File: config.mk
export PLATFORM = sky130hd
export DESIGN_NAME = j_snd_out_buf
export DESIGN_NICKNAME = d
export VERILOG_FILES = /design/src/rtl/j_snd_pkg.sv /design/src/rtl/j_snd_fifo_ram.sv /design/src/rtl/j_snd_out_buf.sv
export SDC_FILE = /design/constraint.sdc
export NUM_CORES = 1
export LEC_CHECK = 0
export CORE_MARGIN = 3
export CORE_UTILIZATION = 55
export DETAILED_ROUTE_END_ITERATION = 7
export GPL_TIMING_DRIVEN = 1
export PLACE_DENSITY = 0.86
export SETUP_SLACK_MARGIN = 0.02
export SKIP_LAST_GASP = 1
export SLEW_MARGIN = 20
export SYNTH_ARGS = -nofsm -noshare
export SYNTH_HDL_FRONTEND = slang
export SYNTH_SLANG_ARGS = --single-unit
File: constraint.sdc
create_clock -name sys_clk -period 4 [get_ports sys_clk]
set_input_delay 0.6 -clock sys_clk [delete_from_list [all_inputs] [get_ports sys_clk]]
set_output_delay 0.6 -clock sys_clk [all_outputs]
set_load 0.03 [all_outputs]
File: src/rtl/j_snd_pkg.sv
// j_snd_pkg: shared widths and stereo frame type for the sound output buffer.
package j_snd_pkg;
    localparam int SND_W = 16;
    localparam int FRAME_W = 2 * SND_W;
    typedef struct packed {
        logic [SND_W-1:0] l;
        logic [SND_W-1:0] r;
    } snd_frame_t;
endpackage

File: src/rtl/j_snd_fifo_ram.sv
// j_snd_fifo_ram: 2**AW x FRAME_W register file, one write port, registered read.
// The read register doubles as the audio output register; clr_i zeroes it for mute.
module j_snd_fifo_ram
    import j_snd_pkg::*;
#(
    parameter int AW = 4
) (
    input  logic          clk,
    input  logic          rst_n,
    input  logic          we_i,
    input  logic [AW-1:0] waddr_i,
    input  snd_frame_t    wdata_i,
    input  logic          re_i,
    input  logic [AW-1:0] raddr_i,
    input  logic          clr_i,
    output snd_frame_t    rdata_o
);
    logic [FRAME_W-1:0] mem_q [2**AW];
    snd_frame_t rdata_q;

    always_ff @(posedge clk) begin
        if (we_i) mem_q[waddr_i] <= wdata_i;
    end

    always_ff @(posedge clk or negedge rst_n) begin
        if (!rst_n) rdata_q <= '0;
        else if (clr_i) rdata_q <= '0;
        else if (re_i) rdata_q <= mem_q[raddr_i];
    end

    assign rdata_o = rdata_q;
endmodule

File: src/rtl/j_snd_out_buf.sv
// j_snd_out_buf: pairs L/R DAC writes into frames, queues them, releases one per smp_tick.
// Optional J_SND_UDF_MUTE_EN: mute outputs after MUTE_TICKS consecutive underrun ticks.
module j_snd_out_buf
    import j_snd_pkg::*;
#(
    parameter int DEPTH_LOG2 = 4
`ifdef J_SND_UDF_MUTE_EN
    , parameter int MUTE_TICKS = 256
`endif
) (
    input  logic                  sys_clk,
    input  logic                  resetl,
    input  logic [SND_W-1:0]      snd_l,
    input  logic [SND_W-1:0]      snd_r,
    input  logic                  snd_l_en,
    input  logic                  snd_r_en,
    input  logic                  smp_tick,
    input  logic                  clr_flags,
    output logic [SND_W-1:0]      aud_l,
    output logic [SND_W-1:0]      aud_r,
    output logic                  aud_valid,
    output logic [DEPTH_LOG2:0]   fill,
    output logic                  ovf,
    output logic                  udf
);
    logic en_l_q, en_r_q, pend_l_q, pend_r_q, pend_l_d, pend_r_d;
    logic ovf_q, ovf_d, udf_q, udf_d, aud_valid_q;
    logic cap_l, cap_r, push, pop, udf_ev, full, wr_en, mute_clr;
    snd_frame_t hold_q, hold_d, rdata;
    logic [DEPTH_LOG2-1:0] wr_ptr_q, wr_ptr_d, rd_ptr_q, rd_ptr_d;
    logic [DEPTH_LOG2:0] fill_q, fill_d;

    always_comb begin
        cap_l = en_l_q & ~snd_l_en;
        cap_r = en_r_q & ~snd_r_en;
        push = pend_l_q & pend_r_q;
        pop = smp_tick & (fill_q != '0);
        udf_ev = smp_tick & (fill_q == '0);
        full = fill_q[DEPTH_LOG2];
        wr_en = push & (~full | pop);
        hold_d.l = cap_l ? snd_l : hold_q.l;
        hold_d.r = cap_r ? snd_r : hold_q.r;
        // a capture in the push cycle starts the next frame
        pend_l_d = cap_l | (pend_l_q & ~push);
        pend_r_d = cap_r | (pend_r_q & ~push);
        wr_ptr_d = wr_en ? wr_ptr_q + 1'b1 : wr_ptr_q;
        rd_ptr_d = pop ? rd_ptr_q + 1'b1 : rd_ptr_q;
        fill_d = (wr_en & ~pop) ? fill_q + 1'b1 : (pop & ~wr_en) ? fill_q - 1'b1 : fill_q;
        ovf_d = (push & full & ~pop) | (ovf_q & ~clr_flags);
        udf_d = udf_ev | (udf_q & ~clr_flags);
    end

    always_ff @(posedge sys_clk or negedge resetl) begin
        if (!resetl) begin
            en_l_q <= 1'b0;
            en_r_q <= 1'b0;
            pend_l_q <= 1'b0;
            pend_r_q <= 1'b0;
            hold_q <= '0;
            wr_ptr_q <= '0;
            rd_ptr_q <= '0;
            fill_q <= '0;
            ovf_q <= 1'b0;
            udf_q <= 1'b0;
            aud_valid_q <= 1'b0;
        end else begin
            en_l_q <= snd_l_en;
            en_r_q <= snd_r_en;
            pend_l_q <= pend_l_d;
            pend_r_q <= pend_r_d;
            hold_q <= hold_d;
            wr_ptr_q <= wr_ptr_d;
            rd_ptr_q <= rd_ptr_d;
            fill_q <= fill_d;
            ovf_q <= ovf_d;
            udf_q <= udf_d;
            aud_valid_q <= pop;
        end
    end

`ifdef J_SND_UDF_MUTE_EN
    localparam int CW = $clog2(MUTE_TICKS + 1);
    logic [CW-1:0] udf_cnt_q, udf_cnt_d;

    always_comb begin
        udf_cnt_d = pop ? '0 : (udf_ev && udf_cnt_q != CW'(MUTE_TICKS)) ? udf_cnt_q + 1'b1 : udf_cnt_q;
    end

    always_ff @(posedge sys_clk or negedge resetl) begin
        if (!resetl) udf_cnt_q <= '0;
        else udf_cnt_q <= udf_cnt_d;
    end

    // the tick that brings the run to MUTE_TICKS zeroes the output until a pop reloads it
    assign mute_clr = udf_ev & (udf_cnt_q >= CW'(MUTE_TICKS - 1));
`else
    assign mute_clr = 1'b0;
`endif

    j_snd_fifo_ram #(.AW(DEPTH_LOG2)) u_ram (
        .clk     (sys_clk),
        .rst_n   (resetl),
        .we_i    (wr_en),
        .waddr_i (wr_ptr_q),
        .wdata_i (hold_q),
        .re_i    (pop),
        .raddr_i (rd_ptr_q),
        .clr_i   (mute_clr),
        .rdata_o (rdata)
    );

    assign aud_l = rdata.l;
    assign aud_r = rdata.r;
    assign aud_valid = aud_valid_q;
    assign fill = fill_q;
    assign ovf = ovf_q;
    assign udf = udf_q;
endmodule

**Yosys cells after proc, flatten, opt, wreduce, memory -nomap -nowiden**

Memories as Yosys holds them, arrays and structs flattened. A register that Yosys moved wholly into a read port is not among the register bits.
Index checks and enable logic that the tools add are counted.
W data, S select, Z words.

- Register bits after elaboration: 52
- Memory bits (writable): 512
- Word-level logic and storage cells: 51
- Memories kept: 1

Memory list:

| name | words | width | rd ports | clocked after Yosys merged registers in | wr ports | RTL line | source |
|---|---|---|---|---|---|---|---|
| u_ram.mem_q | 16 | 32 | 1 | 1 | 1 | j_snd_fifo_ram.sv:18 | `logic [FRAME_W-1:0] mem_q [2**AW];` |

- Reductions and logical operators: 4
- Add/subtract/negate cells: 4
- Muxes and demuxes: 4
- Bitwise operators: 26

Operator list:

| operator | count |
|---|---|
| $and A1 B1 Y1 | 14 |
| $mux W5 | 2 |
| $add A4 B1 Y4 const B | 2 |
| $not A1 Y1 | 7 |
| $add A5 B1 Y5 const B | 1 |
| $logic_not A5 Y1 | 1 |
| $or A1 B1 Y1 | 5 |
| $reduce_bool A5 Y1 | 1 |
| $sub A5 B1 Y5 const B | 1 |
| $mux W1 | 2 |
| $reduce_bool A2 Y1 | 1 |
| $logic_not A1 Y1 | 1 |

**Longest topological paths before layout**

Gate-level depths: netlist of run 1.

- Depth after elaboration: 8
- Gate-level depth with buffers: 12
- Depth with buffers taken out: 10

**Cells and area by module**

Synthesis of run 1 repeated with hierarchy kept, for this count alone.

- Cells, all modules: 1369
- Area, all modules: 23353.6 um^2

By module, submodules not included:

| module | times used | sequential area each (um^2) | area an instance (um^2) | cells each |
|---|---|---|---|---|
| j_snd_fifo_ram | 1 | 16175.5 | 21175.3 | 1216 |
| j_snd_out_buf | 1 | 1301.2 | 2178.3 | 153 |

**Worst setup path before layout of run 1**

OpenSTA, ideal clock, no wires.

- Path type: reg-to-reg
- Start point: register fill_q[4] (netlist: fill[4])
- End point: memory u_ram.mem_q[3][0] (netlist bit) (enable)
- Arrival time: 3.600 ns
- Buffers on the path: 1
- Stages on the path, launching flop included: 5
- Clock period less this slack: 4.061 ns
- Data required time: 3.539 ns
- Path slack: -0.061 ns
- Cells stage by stage: dfrtp_1 clkbuf_1 a21oi_1 nand2_1 nor3_1

- Word-level cells in the longest chain between the ends: 6
- Elaborated cells between the ends (all ways): 7
- Those cells by class: mux (2); bitwise (4); reduce/logical (1)

Ends and longest elaborated chain:

| item | RTL line | source |
|---|---|---|
| from (decl) | j_snd_out_buf.sv:31 | `logic [DEPTH_LOG2:0] fill_q, fill_d;` |
| from (signal assigned) | j_snd_out_buf.sv:74 | `fill_q <= fill_d;` |
| $reduce_bool A5 Y1 | j_snd_out_buf.sv:37 | `pop = smp_tick & (fill_q != '0);` |
| $and A1 B1 Y1 | j_snd_out_buf.sv:37 |  |
| $or A1 B1 Y1 * | j_snd_out_buf.sv:40 | `wr_en = push & (~full \| pop);` |
| $and A1 B1 Y1 * | j_snd_out_buf.sv:40 |  |
| $mux W1 * | j_snd_fifo_ram.sv:22 | `if (we_i) mem_q[waddr_i] <= wdata_i;` |
| $mux W1 (implied by the code) * | j_snd_fifo_ram.sv:22 |  |
| to (decl) | j_snd_fifo_ram.sv:18 |  |

Mark *: on every way between the ends. The rest lies on a longest branch, timed or not.

**Worst setup path in the final report of run 1**

- Start point: register fill_q[0] (netlist: fill[0])
- End point: register fill_q[4] (netlist: fill[4])

- Word-level cells in the longest chain between the ends: 7
- Elaborated cells between the ends (all ways): 13
- Those cells by class: add/sub (2); mux (2); bitwise (7); reduce/logical (2)

Ends and longest elaborated chain:

| item | RTL line | source |
|---|---|---|
| $reduce_bool A5 Y1 | j_snd_out_buf.sv:37 |  |
| $and A1 B1 Y1 | j_snd_out_buf.sv:37 |  |
| $or A1 B1 Y1 | j_snd_out_buf.sv:40 |  |
| $and A1 B1 Y1 | j_snd_out_buf.sv:40 |  |
| $not A1 Y1 | j_snd_out_buf.sv:48 | `fill_d = (wr_en & ~pop) ? fill_q + 1'b1 : (pop & ~wr_en) ? fill_q - 1'b1 : fill_q;` |
| $and A1 B1 Y1 | j_snd_out_buf.sv:48 |  |
| $reduce_bool A2 Y1 (no line) | -- |  |

Parallel ways exist; a longest one is shown, timed or not. The select of a mux whose other input is x is not followed.
A chain may end at the register's enable or synchronous reset.

==> impl_metrics.env, run 1 <==
export IMPL_status="complete, no violations"
export IMPL_grt_pass1_vias=11810
export IMPL_ys_seq_area_share_pct=76.9
export IMPL_diodes=0
export IMPL_worstMarginPinSlew_ns=1.03
export IMPL_area_growth_pct=16.2
export IMPL_irDropWorstVdd_mv=0.543
export IMPL_finalCritPeriodShare_pct=72.5
export IMPL_cp_slowest_cell="or4_4"
export IMPL_crit_path_start_kind="flip-flop"
export IMPL_drive_gt1_share_pct=30.1
export IMPL_seq_power_share_pct=44.2
export IMPL_synth_area_leaders="edfxtp_1 (68%), mux4_2 (11%), dfrtp_1 (9.2%), mux2_2 (2.5%), o22ai_1 (1.7%)"
export IMPL_yosys_warnings=0
export IMPL_ys_async_sr_fraction_pct=14.1
export IMPL_power_density_mw_per_mm2=700
export IMPL_critPathMaxStageDelay_ns=0.61
export IMPL_viasPerCell=6.44
export IMPL_reg2reg_slack_ns=1.10
export IMPL_comb_power_share_pct=25.5
export IMPL_crit_fanout=5
export IMPL_via_count=11100
export IMPL_gr_total_overflow=0
export IMPL_port_buffers=77
export IMPL_drtIter0Drc=1132
export IMPL_timing_slew_headroom_pct=31.2
export IMPL_io_pins=78
export IMPL_syn_area_mm2=0.0227
export IMPL_hold_violations=0
export IMPL_placed_cells=1613
export IMPL_worst_clock_skew_ns=0.0163
export IMPL_ctsResizeCount=0
export IMPL_nets=1197
export IMPL_finalCriticalPeriod_ns=2.90
export IMPL_dr_pass1_iters=5
export IMPL_synth_edf_count=512
export IMPL_die_w_um=209
export IMPL_ant_nets=0
export IMPL_setup_violations=0
export IMPL_hold_class="input port to asynchronous set/reset pin"
export IMPL_die_area_mm2=0.0438
export IMPL_grt_use_total_pct=23.8
export IMPL_syn_avg_cell_area_um2=22.2
export IMPL_fin_cells=1723
export IMPL_route_detailed_drc=0
export IMPL_timing_setup_tns_ns=0
export IMPL_intPower_w=0.0130
export IMPL_synthesis_nets=1074
export IMPL_die_y_um=209
export IMPL_fmax_mhz=345
export IMPL_cts_setup_buffers=0
export IMPL_final_area_mm2=0.0264
export IMPL_synth_cell_types=37
export IMPL_multiInputGateArea_mm2=0.00499
export IMPL_cap_violations=0
export IMPL_switching_share_pct=29.6
export IMPL_seq_area_mm2=0.0175
export IMPL_synth_ff_latch_count=596
export IMPL_cts_buffers_inserted=58
export IMPL_clkLatencyLatePin_ns=0.61
export IMPL_drv_slew=0
export IMPL_antenna_found_initial=0
export IMPL_rows=73
export IMPL_synthCells=1026
export IMPL_power_leakage_nw=8.62
export IMPL_crit_arrival_ns=3.42
export IMPL_synth_top_cell_by_area="edfxtp_1"
export IMPL_wl_per_cell_um=29.6
export IMPL_required_ns=4.53
export IMPL_path_cells="or4_4 -> o21a_4 -> inv_2 -> ha_1 -> inv_1 -> fa_1 -> a21o_1 -> a21oi_1 -> mux2i_1 -> xnor2_1"
export IMPL_p_sw_w=0.00548
export IMPL_place_hpwl_mm=28.2
export IMPL_cts_tree="done"
export IMPL_path_clk_slew_ns=0.07
export IMPL_synth_top_area_share_pct=67.6
export IMPL_ys_dominant_reg_cell="edfxtp_1"
export IMPL_path_class="flip-flop to flip-flop"
export IMPL_placedInstanceArea_mm2=0.0244
export IMPL_rsz0062_at_grt="false"
export IMPL_fin_hold_ws_ns=0.133
export IMPL_end_kind="flip-flop"
export IMPL_drt_wl_total_mm=51.0
export IMPL_cts_root_buf="clkbuf_16"
export IMPL_pwr_share_clk_pct=30.2
export IMPL_postCtsHoldBufs=0
export IMPL_htreeDepth=2
export IMPL_coreArea_mm2=0.0403
export IMPL_cts_sinks=596
export IMPL_routabilityCongestion=0.774
export IMPL_final_fill_count=2465
export IMPL_cts_buffer_depth=3
export IMPL_grt_first_pass_wirelength_mm=77.0
export IMPL_start_util_pct=56.4
export IMPL_grt_max_degree=69
flip-flops by register name, summed over array words and instances, names as in the netlist:
| register | count |
|---|---|
| en_l_q | 1 |
| wr_ptr_q | 4 |
| hold_q | 32 |
| en_r_q | 1 |
| pend_r_q | 1 |
| udf | 1 |
| u_ram.rdata_o | 32 |
| pend_l_q | 1 |
| rd_ptr_q | 4 |
| fill | 5 |
| u_ram.mem_q | 512 |
| ovf | 1 |
| aud_valid | 1 |
layer usage:
| metal | GRT usage (%) | up-vias | routed length (um) |
|---|---|---|---|
| li1 | - | 4517 | - |
| met2 | 38.8 | 614 | 25700 |
| met5 | 0 | - | 0 |
| met1 | 32.9 | 5868 | 19800 |
| met4 | 8.11 | 0 | 1580 |
| met3 | 4.48 | 101 | 3920 |
cells in the final DEF (no fill, tap or decap), types with 3 or more instances in the layout:
cell type / Yosys / layout
buf_12: 7 / 14
clkbuf_1: 22 / 8
xnor2_1: 9 / 9
mux4_2: 116 / 116
o22ai_2: 4 / 4
buf_4: 0 / 32
ha_1: 9 / 9
bufinv_16: 0 / 6
dfrtp_1: 84 / 81
inv_6: 0 / 3
nand2_1: 10 / 10
nand2b_1: 3 / 3
clkinv_1: 0 / 4
clkinvlp_4: 0 / 4
edfxtp_1: 512 / 512
clkinv_2: 0 / 15
mux2_2: 50 / 50
a21oi_1: 15 / 15
clkbuf_16: 0 / 59
clkbuf_8: 0 / 9
nor2_4: 0 / 12
a21o_1: 3 / 3
clkdlybuf4s50_1: 0 / 76
a21oi_2: 20 / 20
mux2_1: 16 / 16
o22ai_1: 60 / 60
inv_2: 3 / 3
nor3_4: 0 / 4
mux4_1: 12 / 12
inv_1: 6 / 6
cell families (layout without fill, tap and decap cells):
family	after synthesis	in the layout	share of synthesized area [%]
flip-flops	596	596	76.9
adder cells (fa/ha/maj)	10	10	0.583
buffers and inverters	68	240	1.89
multiplexers	195	195	16.2
XOR/XNOR	10	10	0.385
AO/OA/AOI/OAI	110	110	3.33
AND/OR/NAND/NOR	37	37	0.754
metrics by stage:
step,utilization [%],total power [W],worst slack [ns]
floorplan,-,0.0115,0.793
global placement,60.6,0.0128,0.809
detailed placement,60.6,0.0130,0.760
CTS,65.5,0.0186,1.08
global route,65.6,0.0192,0.972
finish,65.6,0.0185,1.10
layout make-up:
class | count | share of cell area, %
well taps | 525 | 2.49
inverters | 9 | 0.128
flip-flops and latches | 596 | 66.2
multi-input cells | 362 | 18.9
clock buffers | 76 | 6.17
clock inverters | 33 | 1.31
repair buffers | 122 | 4.85
path summary, 6_finish.rpt:
| check | start | endpoint | cells past startpoint |
|---|---|---|---|
| worst max register to register | fill[0] | fill[4] | 10 |
| worst min register to register | pend_l_q | pend_r_q | 1 |
| min in group sys_clk | pend_l_q | pend_r_q | 1 |
| worst max-delay path | fill[0] | fill[4] | 10 |
| max in group asynchronous | resetl | rd_ptr_q[2] | 2 |
| worst min-delay path | resetl | u_ram.rdata_o[26] | 1 |
worst max-delay path, delay by kind of cell (launching register included):
family,cells,cell delay [ns]
buffers and inverters,2,0.17
XOR/XNOR,1,0.14
multiplexers,1,0.25
AND/OR/NAND/NOR,1,0.61
flip-flops,1,0.46
adder cells (fa/ha/maj),2,0.61
AO/OA/AOI/OAI,3,0.59
synthesized netlist by cell type (6+ instances only):
library cell,count
dfrtp_1,84
inv_1,6
buf_1,7
clkbuf_1,22
nor2_1,14
mux2_2,50
buf_12,7
mux4_1,12
mux2_1,16
ha_1,9
mux4_2,116
xnor2_1,9
edfxtp_1,512
a21oi_2,20
a21oi_1,15
nand2_1,10
buf_2,18
o22ai_1,60
power by group through the flow:
stage | Combinational [W] | Clock [W] | Sequential (W)
2_1_floorplan | 0.00328 | 0 | 0.00817
3_3_place_gp | 0.00449 | 0 | 0.00830
3_5_place_dp | 0.00460 | 0 | 0.00837
4_1_cts | 0.00470 | 0.00567 | 0.00826
5_1_grt | 0.00501 | 0.00589 | 0.00827
6_report | 0.00472 | 0.00559 | 0.00819
Power figures use the tool's default switching activity.
==> run 2: changes to the inputs <==
--- a/config.mk
+++ b/config.mk
@@ -6,10 +6,10 @@
 export NUM_CORES = 1
 export LEC_CHECK = 0
 export CORE_MARGIN = 3
-export CORE_UTILIZATION = 55
+export CORE_UTILIZATION = 60
 export DETAILED_ROUTE_END_ITERATION = 7
 export GPL_TIMING_DRIVEN = 1
-export PLACE_DENSITY = 0.86
+export PLACE_DENSITY = 0.88
 export SETUP_SLACK_MARGIN = 0.02
 export SKIP_LAST_GASP = 1
 export SLEW_MARGIN = 20
==> constraint.sdc (replaced) <==
create_clock -name sys_clk -period 2.9 [get_ports sys_clk]
set_input_delay 0.435 -clock sys_clk [delete_from_list [all_inputs] [get_ports sys_clk]]
set_output_delay 0.435 -clock sys_clk [all_outputs]
set_load 0.03 [all_outputs]
==> impl_metrics.env, run 2 (synthesized netlist as in run 1, its figures left out) <==
export IMPL_io_pins=78
export IMPL_drv_slew=0
export IMPL_diodes=0
export IMPL_rows=70
export IMPL_clkLatencyLatePin_ns=0.61
export IMPL_reg2reg_depth=10
export IMPL_antenna_found_initial=0
export IMPL_hold_violations=0
export IMPL_highest_layer="met4"
export IMPL_coreArea_mm2=0.0370
export IMPL_port_buffers=77
export IMPL_required_ns=3.41
export IMPL_cts_buffer_depth=3
export IMPL_routabilityCongestion=0.790
export IMPL_path_class="flip-flop to flip-flop"
export IMPL_dr_pass1_iters=5
export IMPL_worstHoldPathCells=1
export IMPL_setup_slack_ns=0.174
export IMPL_layout_commonest_cell="edfxtp_1"
export IMPL_crit_arrival_ns=3.24
export IMPL_wl_met3_mm=4.52
export IMPL_via_count=11306
export IMPL_min_to="en_r_q"
export IMPL_crit_cells=10
export IMPL_critPathMaxStageDelay_ns=0.57
export IMPL_power_density_mw_per_mm2=959
export IMPL_worstMarginPinSlew_ns=1.09
export IMPL_nets=1210
export IMPL_status="complete, no violations"
export IMPL_setup_violations=0
export IMPL_end_kind="flip-flop"
export IMPL_cts_buffers_inserted=56
export IMPL_wl_per_cell_um=30.2
export IMPL_largest_reg_flops=512
export IMPL_power_w=0.0254
export IMPL_grt_pass1_vias=12131
export IMPL_die_y_um=201
export IMPL_drt_wl_total_mm=51.6
export IMPL_fmax_mhz=367
export IMPL_cts_tree="done"
export IMPL_cap_violations=0
export IMPL_hold_class="input port to flip-flop"
export IMPL_drtIter0Drc=1328
export IMPL_power_leakage_nw=8.66
export IMPL_worst_clock_skew_ns=0.0290
export IMPL_area_growth_pct=16.7
export IMPL_grt_first_pass_wirelength_mm=77.8
export IMPL_cp_slowest_cell="or4_4"
export IMPL_path_buf_inv=2
export IMPL_crit_path_start_kind="flip-flop"
export IMPL_grt_max_degree=69
export IMPL_crit_fanout=5
export IMPL_drive_gt1_share_pct=30.1
export IMPL_grt_use_total_pct=26.1
export IMPL_start_util_pct=61.5
export IMPL_r2r_end="fill[4]"
export IMPL_final_cell_mix="edfxtp_1 (512), mux4_2 (116), dfrtp_1 (80), clkdlybuf4s50_1 (76), o22ai_1 (60)"
export IMPL_die_area_mm2=0.0403
export IMPL_finalCriticalPeriod_ns=2.73
export IMPL_place_hpwl_mm=28.4
export IMPL_die_w_um=201
export IMPL_final_util_pct=71.8
export IMPL_finalCritPeriodShare_pct=94.0
export IMPL_reg2reg_slack_ns=0.17
export IMPL_cp_top_family="simple AND/OR/NAND/NOR gates"
export IMPL_ant_nets=0
export IMPL_cts_root_buf="clkbuf_16"
export IMPL_irDropWorstVdd_mv=0.568
export IMPL_ctsResizeCount=0
export IMPL_path_cells="or4_4 -> o21a_4 -> inv_2 -> ha_1 -> inv_1 -> fa_2 -> a21o_1 -> a21oi_2 -> mux2i_1 -> xnor2_1"
export IMPL_rsz0062_at_grt="false"
export IMPL_timing_setup_tns_ns=0
export IMPL_cts_sinks=596
export IMPL_worstHoldStart="snd_r_en"
export IMPL_path_clk_slew_ns=0.06
export IMPL_viasPerCell=6.61
export IMPL_wl_met1_mm=19.5
export IMPL_largest_register="u_ram.mem_q"
export IMPL_reg2reg_from="fill[0]"
export IMPL_timing_slew_headroom_pct=27.6
export IMPL_route_detailed_drc=0
export IMPL_gr_total_overflow=0
export IMPL_htreeDepth=2
export IMPL_dp_slack_ns=0.189
export IMPL_wl_met2_mm=26.0
-- run 2: cell count changes in the layout (fill, tap and decap cells not counted), sizes merged --
cell	before	now
buf	46	60
inv	13	11
dlygate4sd3	0	1
clkinvlp	4	5
bufinv	6	8
clkinv	19	18
clkbuf	76	69
-- run 2: final cells by class --
cell class	instances	area (um2)
sequential	596	17500
fill	2058	10400
multi-input combinational	362	4990
timing repair buffer	137	1520
clock buffer	69	1470
tap	504	631
clock inverter	33	387
inverter	9	33.8
-- run 2: repair_timing --
item | in CTS | in global routing
buffers inserted | 0 | 0
endpoints found under the hold margin | 37 | 0
hold buffers | 1 | 0
-- run 2: worst max-delay path by stage --
stage             start                  to  slack (ns)
5_1_grt         fill[0]             fill[4]        0.04
3_3_place_gp   smp_tick             fill[4]        0.22
2_1_floorplan   fill[4]  u_ram.mem_q[15][0]       -0.31
4_1_cts         fill[0]             fill[4]        0.17
3_5_place_dp   smp_tick             fill[4]        0.19
6_report        fill[0]             fill[4]        0.17
-- run 2: routing by layer --
metal	GRT usage, %	vias to the layer above
met5	0	-
met4	10.0	0
met3	5.82	125
met2	42.6	670
met1	35.3	5963
li1	-	4548
-- run 2: worst register-to-register path, stage by stage, from the launching register on --
cell and delay (ns):
dfrtp_2 0.46, or4_4 0.57, o21a_4 0.22, inv_2 0.06
ha_1 0.16, inv_1 0.11, fa_2 0.38, a21o_1 0.20
a21oi_2 0.14, mux2i_1 0.23, xnor2_1 0.13
-- run 2: power breakdown --
group | internal, W | leakage (nW) | switching, W | total (W)
logic | 0.00339 | 2.19 | 0.00346 | 0.00685
registers | 0.0102 | 5.58 | 0.000979 | 0.0112
clock network | 0.00431 | 0.895 | 0.00309 | 0.00740
total | 0.0179 | 8.66 | 0.00752 | 0.0254
-- run 2: metrics by stage --
stage	cells	hold slack, ns	area (um2)
finish	1710	0.333	26500
floorplan	1026	0.139	22800
global route	1710	0.337	26500
global placement	1607	0.453	24700
detailed placement	1607	0.464	24700
CTS	1710	0.308	26500
